**src/rtl/gray_stream_src.sv**
```systemverilog
// -----------------------------------------------------------------------------
// gray_stream_src
//
// Transmit side of the gray-level symbol stream feeding the histogram counter.
// Fetches NUM_SYM symbols from a synchronous image memory (one-cycle read
// latency), emits one symbol per cycle on gray_data/gray_valid, then drives the
// terminal code (gray_valid=0, gray_data=0) until the counter acknowledges with
// cnt_valid, and finally pulses done.
//
// Optional feature macro: SYM_RANGE_CHECK_EN
//   When defined, fetched symbols outside 1..6 are replaced by a bubble and
//   counted on the extra output bad_cnt (saturating at 255).
//
// Ports:
//   clk        in   rising-edge clock
//   reset      in   asynchronous, active-high reset
//   start      in   begin a frame (sampled in IDLE only)
//   hold       in   stall request; suppresses new memory reads
//   mem_rd     out  memory read strobe
//   mem_addr   out  memory read address [ADDR_W-1:0]
//   mem_data   in   read data, valid the cycle after mem_rd
//   gray_data  out  symbol to the counter (IDLE_CODE on bubbles, 0 = terminal)
//   gray_valid out  symbol qualifier
//   cnt_valid  in   counter done acknowledge (one-cycle pulse)
//   busy       out  high from start acceptance until the done edge
//   done       out  one-cycle completion pulse
//   bad_cnt    out  dropped-symbol count (SYM_RANGE_CHECK_EN only)
// -----------------------------------------------------------------------------
module gray_stream_src #(
    parameter int          NUM_SYM   = 100,
    parameter int          ADDR_W    = 7,
    parameter logic [7:0]  IDLE_CODE = 8'hFF
) (
    input  logic              clk,
    input  logic              reset,
    input  logic              start,
    input  logic              hold,
    output logic              mem_rd,
    output logic [ADDR_W-1:0] mem_addr,
    input  logic [7:0]        mem_data,
    output logic [7:0]        gray_data,
    output logic              gray_valid,
    input  logic              cnt_valid,
    output logic              busy,
    output logic              done
`ifdef SYM_RANGE_CHECK_EN
    ,
    output logic [7:0]        bad_cnt
`endif
);

    typedef enum logic [2:0] {
        S_IDLE,
        S_STREAM,
        S_DRAIN,
        S_TERM,
        S_DONE
    } state_t;

    // rd_cnt must be able to hold NUM_SYM itself when NUM_SYM == 2**ADDR_W.
    localparam int               CNT_W    = ADDR_W + 1;
    localparam logic [CNT_W-1:0] LAST_IDX = CNT_W'(NUM_SYM - 1);

    state_t             state, state_n;
    logic [CNT_W-1:0]   rd_cnt, rd_cnt_n;
    logic               rd_d;            // mem_rd delayed: mem_data is valid now
    logic               mem_rd_n;
    logic [ADDR_W-1:0]  mem_addr_n;
    logic [7:0]         gray_data_n;
    logic               gray_valid_n;
    logic               busy_n;
    logic               done_n;
    logic               sym_ok;

`ifdef SYM_RANGE_CHECK_EN
    assign sym_ok = (mem_data >= 8'd1) && (mem_data <= 8'd6);
`else
    assign sym_ok = 1'b1;
`endif

    // -------------------------------------------------------------------------
    // Next-state and registered-output logic
    // -------------------------------------------------------------------------
    always_comb begin
        // NOTE: every variable gets a default before the case so no path can
        // leave it unassigned, which would infer a latch.
        state_n      = state;
        rd_cnt_n     = rd_cnt;
        mem_rd_n     = 1'b0;
        mem_addr_n   = mem_addr;
        gray_data_n  = IDLE_CODE;
        gray_valid_n = 1'b0;
        busy_n       = busy;
        done_n       = 1'b0;

        // Symbol returning from a read issued two edges ago. A read already in
        // flight is emitted regardless of hold.
        if ((state == S_STREAM || state == S_DRAIN) && rd_d && sym_ok) begin
            gray_data_n  = mem_data;
            gray_valid_n = 1'b1;
        end

        case (state)
            S_IDLE: begin
                if (start) begin
                    state_n  = S_STREAM;
                    busy_n   = 1'b1;
                    rd_cnt_n = '0;
                    // First read is issued at the acceptance edge so the first
                    // symbol appears two edges later.
                    if (!hold) begin
                        mem_rd_n   = 1'b1;
                        mem_addr_n = '0;
                        rd_cnt_n   = CNT_W'(1);
                        if (LAST_IDX == '0) begin
                            state_n = S_DRAIN;
                        end
                    end
                end
            end

            S_STREAM: begin
                if (!hold) begin
                    mem_rd_n   = 1'b1;
                    mem_addr_n = rd_cnt[ADDR_W-1:0];
                    rd_cnt_n   = rd_cnt + 1'b1;
                    if (rd_cnt == LAST_IDX) begin
                        state_n = S_DRAIN;
                    end
                end
            end

            S_DRAIN: begin
                // Pipeline empty: nothing read last cycle and nothing returning
                // now, so the terminal code follows the last symbol directly.
                if (!mem_rd && !rd_d) begin
                    gray_data_n = 8'h00;
                    state_n     = S_TERM;
                end
            end

            S_TERM: begin
                gray_data_n = 8'h00;
                if (cnt_valid) begin
                    gray_data_n = IDLE_CODE;
                    done_n      = 1'b1;
                    busy_n      = 1'b0;
                    state_n     = S_DONE;
                end
            end

            S_DONE: begin
                state_n = S_IDLE;
            end

            default: begin
                state_n = S_IDLE;
            end
        endcase
    end

    // -------------------------------------------------------------------------
    // State and output registers
    // -------------------------------------------------------------------------
    always_ff @(posedge clk or posedge reset) begin
        if (reset) begin
            state      <= S_IDLE;
            rd_cnt     <= '0;
            rd_d       <= 1'b0;
            mem_rd     <= 1'b0;
            mem_addr   <= '0;
            gray_data  <= IDLE_CODE;
            gray_valid <= 1'b0;
            busy       <= 1'b0;
            done       <= 1'b0;
        end else begin
            // NOTE: non-blocking assignments so every register samples the
            // pre-edge values, independent of statement order.
            state      <= state_n;
            rd_cnt     <= rd_cnt_n;
            rd_d       <= mem_rd;
            mem_rd     <= mem_rd_n;
            mem_addr   <= mem_addr_n;
            gray_data  <= gray_data_n;
            gray_valid <= gray_valid_n;
            busy       <= busy_n;
            done       <= done_n;
        end
    end

`ifdef SYM_RANGE_CHECK_EN
    // Dropped-symbol counter: cleared when a frame is accepted, saturating.
    always_ff @(posedge clk or posedge reset) begin
        if (reset) begin
            bad_cnt <= '0;
        end else if (state == S_IDLE && start) begin
            bad_cnt <= '0;
        end else if ((state == S_STREAM || state == S_DRAIN) && rd_d && !sym_ok
                     && bad_cnt != 8'hFF) begin
            bad_cnt <= bad_cnt + 8'd1;
        end
    end
`endif

endmodule

```
**config.mk**
```make
export PLATFORM = sky130hd
export DESIGN_NAME = gray_stream_src
export DESIGN_NICKNAME = d
export VERILOG_FILES = /design/src/rtl/gray_stream_src.sv
export SDC_FILE = /design/constraint.sdc
export NUM_CORES = 1
export LEC_CHECK = 0
export CORE_MARGIN = 2
export CORE_UTILIZATION = 48
export DETAILED_ROUTE_END_ITERATION = 7
export PLACE_DENSITY = 0.77
export SYNTH_ARGS = -nofsm -noshare
export SYNTH_HDL_FRONTEND = slang
export SYNTH_SLANG_ARGS = --single-unit
```
**constraint.sdc**
```tcl
create_clock -name clk -period 2 [get_ports clk]
set_input_delay 0.2 -clock clk [delete_from_list [all_inputs] [get_ports clk]]
set_output_delay 0.2 -clock clk [all_outputs]
set_load 0.01 [all_outputs]
```
==> results of run 1 <==
## metal layers
metal	wire length [um]	GRT usage, %
met5	0	0
met4	46	8.64
met3	156	6.58
met2	1400	30.8
met1	1230	25.0
## logic make-up (layout without fill, tap and decap cells)
kind of cell / Yosys count / after routing
simple gates: 55 / 55
compound gates: 35 / 35
buf+inv: 14 / 50
fa+ha+maj: 1 / 1
xor+xnor: 4 / 4
flops: 31 / 31
## how the worst min path moves through the flow
| stage | end | slack, ns |
|---|---|---|
| 4_1_cts | rd_cnt[6] | 0.19 |
| 6_report | gray_valid | 0.20 |
| 3_5_place_dp | rd_d | 0.40 |
| 2_1_floorplan | busy | 0.30 |
| 3_3_place_gp | rd_d | 0.39 |
| 5_1_grt | rd_cnt[6] | 0.23 |
## cells in the final DEF (no fill, tap or decap), drive strengths merged, types with 2 or more instances in the layout
cell type	synthesis	final
o31ai	4	4
nand4	2	2
or4	2	2
xnor2	3	3
nor3	3	3
or2	2	2
nand2b	2	2
clkbuf	3	8
dfrtp	23	23
a21o	2	2
dfstp	8	8
nand2	16	16
nand3	4	4
a21oi	4	4
clkdlybuf4s50	0	31
buf	4	4
nor2	20	20
inv	7	7
a211oi	3	3
o21ai	18	18
## state kept, by name (all words and copies together), names as in the netlist
signal,cells
mem_rd,1
rd_d,1
rd_cnt,8
gray_valid,1
done,1
state,3
mem_addr,7
busy,1
gray_data,8
## power groups by stage
| stage | sequential, mW | combinational (mW) | clock [mW] |
|---|---|---|---|
| global placement | 0.921 | 0.492 | 0 |
| detailed placement | 0.927 | 0.508 | 0 |
| global route | 0.945 | 0.560 | 0.379 |
| CTS | 0.915 | 0.510 | 0.350 |
| floorplan | 0.910 | 0.263 | 0 |
| finish | 0.917 | 0.504 | 0.333 |
## through the flow
stage / setup slack, ns / utilization, % / std cells
after global routing: 0.174 / 65.1 / 207
after detailed placement: 0.0667 / 63.3 / 199
final: 0.240 / 65.1 / 207
after global placement: 0.155 / 63.3 / 199
after CTS: 0.236 / 65.1 / 207
after floorplan: 0.365 / - / 140
## cell type report
cell class	instances	area (um^2)
fill	227	955
tap	31	38.8
clock buffer	8	48.8
timing repair buffer	35	353
multi-input combinational	95	527
inverter	7	26.3
sequential	31	786
## tightest hold or removal path, delay by kind of cell
family,cells,cell delay (ns)
buffers and inverters,3,0.68
==> metrics.md, run 1 <==
| Metric | Value |
|---|---|
| Period minus WS final | `between 1.5 and 2 ns` |
| WP data required | `roughly 2.2 ns` |
| Buf+Inv Stages, Crit Path | `0` |
| Peak supply drop | `roughly 0.73 mV` |
| CP peak stage delay | `~0.52 ns` |
| Worst R2R Setup Slack | `around 0.24 ns` |
| PostCTS Resize Cnt | `0` |
| Die Width | `57.5 um` |
| Syn Area/Cell | `9.82 um^2` |
| Largest net degree at the start of global routing | `32` |
| Hold Crit Class | `primary input to async pin` |
| Dpl hpwl | `between 2000 and 2500 um` |
| Slew margin rel. | `70.4%` |
| GP Congestion | `between 0.8 and 0.9` |
| Netlist cell types | `33` |
| First-pass GRT wire length | `around 4900 um` |
| Post-Syn Nets | `about 150` |
| Synth top cells by count | `23 x dfrtp_1, 20 x nor2_1, 18 x o21ai_0` |
| Bufs on Longest Clock Path | `2` |
| Top delay family on crit path | `simple AND/OR/NAND/NOR gates` |
| Power, Total | `roughly 1.8 mW` |
| Critical R2R Capture | `rd_cnt[7]` |
| Fraction of layout cells with a size suffix above 1 | `11.9%` |
| Most repeated cell in the gate-level netlist after synthesis | `dfrtp_1` |
| Initial core utilization | `approximately half` |
| Ports | `32` |
| Synth Area in Simple Gates | `a little under a fifth` |
| DIE HEIGHT | `between 50 and 60 um` |
| Crit. End Element | `flop` |
| WL final | `2840 um` |
| Total gr overflow | `0` |
| Run status | `completed` |
| Register area share after synthesis | `57.1%` |
| Worst path depth | `4` |
| Setup crit end | `rd_cnt[7]` |
| Final period utilization | `between 80 and 90%` |
| CTS Root Cell | `clkbuf_4` |
| Leakage | `about 0.78 nW` |
| Worst-path cell chain | `or2_4, a21o_4, or4_1, a21oi_1` |
| Synth Flop Type | `dfrtp_1` |
| Compound-gate portion of the synthesized area | `16.1%` |
| I/O Buffers | `31` |
| Fin Hold WS | `approximately 0.20 ns` |
| Largest family of logic cells by synthesized area | `simple AND/OR/NAND/NOR gates` |
| Ranking of synthesized cells by area | `dfrtp_1 42%, dfstp_2 15%, o21ai_0 6.6%` |
| Int Power | `around 1.2 mW` |
| Core area | `between 0.002 and 0.003 mm^2` |
| F_max | `roughly 570 MHz` |
| Worst r2r path cells | `4` |
| Synthesized instance count | `140` |
| Design area | `between 0.0015 and 0.002 mm^2` |
| Reg clk slew, reported paths | `0.09 ns` |
| Critical Path Source | `state[2]` |
| Synth Warn # | `0` |
| Number of synthesized flops with an enable pin | `0` |
| Placed Area | `between 0.0015 and 0.002 mm^2` |
| Die area | `~0.0033 mm^2` |
| Max FO, Critical Path | `9` |
| FF-to-FF Start | `state[2]` |
| Synthesized flop and latch total | `31` |
| Initial antenna violation count | `0` |
| Mapped Area | `0.00138 mm^2` |
| Endpoints failing setup | `0` |
| Arr. time, crit path | `2.00 ns` |
| Synth Area in Adders | `0.910%` |
| DR iter-0 viols | `19` |
| Vias in the first global route | `1041` |
| Setup Crit Path Kind | `flop to flop` |
| Part of the power in registers | `between 50% and 60%` |
| Async SR Flop Fraction | `100%` |
| Worst-Margin Slew | `0.441 ns` |
| Final hold violation count | `0` |
| RSZ-0062 raised after global routing | `false` |
| Rows | `19` |
| CP max stage cell | `or4_1` |
| Fin Setup TNS | `0 ns` |
| Post-DR wirelength/cell | `around 14 um` |
| Final setup skew | `between 0.005 and 0.006 ns` |
| Post-CTS setup buffers | `0` |
| Hold-fix buffers, CTS | `0` |
| Drt via density | `5.31` |
| Ant diodes | `0` |
| Area leader, netlist | `dfrtp_1` |
| Total track usage | `roughly 20%` |
| Cell Pwr Density | `986 mW/mm^2` |
| Switching power | `~550 uW` |
| Final Max Slew Viols | `0` |
| Yosys top cell area share | `between 40% and 50%` |
| Vias post-DR | `1100` |
| Switching power share of the total | `31.6%` |
| Max Cap Viol | `0` |
| Multiplexer share of the synthesized area | `0%` |
| DR pass1 iterations | `4` |
| Clock tree from TritonCTS | `built` |
| Clock latency on the worst-skew pair | `roughly 0.32 ns` |
| Combinational power share | `28.7%` |
| TritonCTS buffer count | `5` |
| Layout area overhead | `29.4%` |
| Nets | `around 190` |
| Startpoint types | `flop` |
| Clock Sinks | `31` |
| H-tree Lvls | `2` |
| Clk network pwr share | `19.0%` |
| Synth Area in XOR/XNOR | `between 2 and 3%` |
| Routed Antenna Nets | `0` |
| DRC Markers | `0` |
(Power assumes the default switching activity.)
==> run 2: changes to the inputs <==
--- a/config.mk
+++ b/config.mk
@@ -8,6 +8,7 @@
 export CORE_MARGIN = 2
 export CORE_UTILIZATION = 48
 export DETAILED_ROUTE_END_ITERATION = 7
+export MAX_ROUTING_LAYER = met4
 export PLACE_DENSITY = 0.77
 export SYNTH_ARGS = -nofsm -noshare
 export SYNTH_HDL_FRONTEND = slang
==> run 2 against run 1 <==
Effect of this change: power about the same; design area is the same; critical path type unchanged; cell count stayed put.
==> metrics.md, run 2 (synthesis gave the netlist of run 1 again) <==
| Metric | Value |
|---|---|
| Run status | `completed` |
| Ant diodes | `0` |
| Hold-fix buffers, CTS | `0` |
| Fraction of layout cells with a size suffix above 1 | `11.9%` |
| Final hold violation count | `0` |
| Rows | `19` |
| Dpl cells | `between 150 and 200` |
| First-pass GRT wire length | `4870 um` |
| Period minus WS final | `around 1.8 ns` |
| Setup Crit Path Kind | `flop to flop` |
| Vias post-DR | `1102` |
| Clock tree from TritonCTS | `built` |
| H-tree Lvls | `2` |
| Crit. End Element | `flop` |
| Initial core utilization | `about half` |
| Most common cell after layout, fill and taps aside | `clkdlybuf4s50_1` |
| DIE HEIGHT | `roughly 58 um` |
| WP data required | `around 2.3 ns` |
| Largest net degree at the start of global routing | `32` |
| DRC Markers | `0` |
| Filler Cell Count | `between 200 and 250` |
| Final period utilization | `88.0%` |
| Max Cap Viol | `0` |
| I/O Buffers | `31` |
| CTS Root Cell | `clkbuf_4` |
| Final setup skew | `~0.0052 ns` |
| Reg clk slew, reported paths | `0.09 ns` |
| Total track usage | `between 20 and 25%` |
| Fin Setup TNS | `0 ns` |
| Peak supply drop | `about 0.73 mV` |
| Cell Pwr Density | `between 900 and 1000 mW/mm^2` |
| Hold Crit Class | `primary input to async pin` |
| F_max | `around 570 MHz` |
| WL final | `approximately 2800 um` |
| DR iter-0 viols | `19` |
| PostCTS Resize Cnt | `0` |
| DR pass1 iterations | `4` |
| Leakage | `between 0.7 and 0.8 nW` |
| Clock Sinks | `31` |
| Vias in the first global route | `roughly 1000` |
| Power, Total | `between 1.5 and 2 mW` |
| Post-DR wirelength/cell | `13.7 um` |
| Final Max Slew Viols | `0` |
| TritonCTS buffer count | `5` |
| Initial antenna violation count | `0` |
| Core area | `about 0.0027 mm^2` |
| Pre-CTS WS | `approximately 0.067 ns` |
| Top Registers | `gray_data x8, rd_cnt x8, mem_addr x7` |
| Nets | `about 190` |
| Final worst slack | `0.240 ns` |
| Drt via density | `5.32` |
| Dpl hpwl | `between 2000 and 2500 um` |
| Die area | `0.00331 mm^2` |
| Ports | `32` |
| Startpoint types | `flop` |
| Worst-Margin Slew | `roughly 0.44 ns` |
| GP Congestion | `approximately 0.84` |
| Endpoints failing setup | `0` |
| Worst-path cell chain | `or2_4, a21o_4, or4_1, a21oi_1` |
| Routed Antenna Nets | `0` |
| Die Width | `~58 um` |
| Slew margin rel. | `70.4%` |
| Commonest non-fill, non-tap cells in the layout | `31 x clkdlybuf4s50_1, 23 x dfrtp_1, 20 x nor2_1` |
| Total gr overflow | `0` |
| CP max stage cell | `or4_1` |
| Bufs on Longest Clock Path | `2` |
| Design area | `between 0.0015 and 0.002 mm^2` |
| Max FO, Critical Path | `9` |
| Fin Hold WS | `around 0.20 ns` |
| Arr. time, crit path | `between 2 and 2.5 ns` |
| Clock latency on the worst-skew pair | `between 0.3 and 0.4 ns` |
| Fin util | `between 60% and 70%` |
| Final non-filler cell total | `between 200 and 250` |
| Placed Area | `~0.0017 mm^2` |
| CP peak stage delay | `around 0.52 ns` |
| RSZ-0062 raised after global routing | `false` |
| Post-CTS setup buffers | `0` |
| Layout area overhead | `29.4%` |
==> run 2: cell counts in the layout (fill, tap and decap cells not counted) <==
Identical to the previous run, type by type.
==> run 2: area by class of cell <==
class                   count  area, um^2  area share, %
flip-flops and latches     31         786           44.2
multi-input cells          95         527           29.6
repair buffers             35         353           19.8
clock buffers               8        48.8           2.74
well taps                  31        38.8           2.18
inverters                   7        26.3           1.48
==> run 2: worst paths after layout <==
| check | start | end | slack, ns | cells past startpoint |
|---|---|---|---|---|
| min in group clk | mem_rd | rd_d | 0.42 | 0 |
| setup / recovery | state[2] | rd_cnt[7] | 0.24 | 4 |
| hold / removal | reset | gray_valid | 0.20 | 3 |
| hold reg to reg | mem_rd | rd_d | 0.42 | 0 |
| max in group asynchronous | reset | gray_data[4] | 1.56 | 3 |
| setup reg to reg | state[2] | rd_cnt[7] | 0.24 | 4 |
==> run 2: worst max-delay path: cells and delay by family, from the launching register on <==
family             cells  cell delay (ns)
AOI/OAI and AO/OA      2             0.38
and+or+nand+nor        2             0.83
DFF                    1             0.47
==> run 2: power by group <==
part | switching [mW] | total [mW] | internal, mW
Clock | 0.194 | 0.334 | 0.140
Sequential | 0.138 | 0.917 | 0.779
Combinational | 0.223 | 0.504 | 0.281
Total | 0.554 | 1.75 | 1.20
==> run 2: routing by layer <==
layer,vias up,share of wire [%],global-route usage [%]
met4,0,1.8,8.64
met1,524,43,25.0
li1,548,-,-
met5,-,0,-
met3,5,5.4,6.58
met2,25,50,30.8
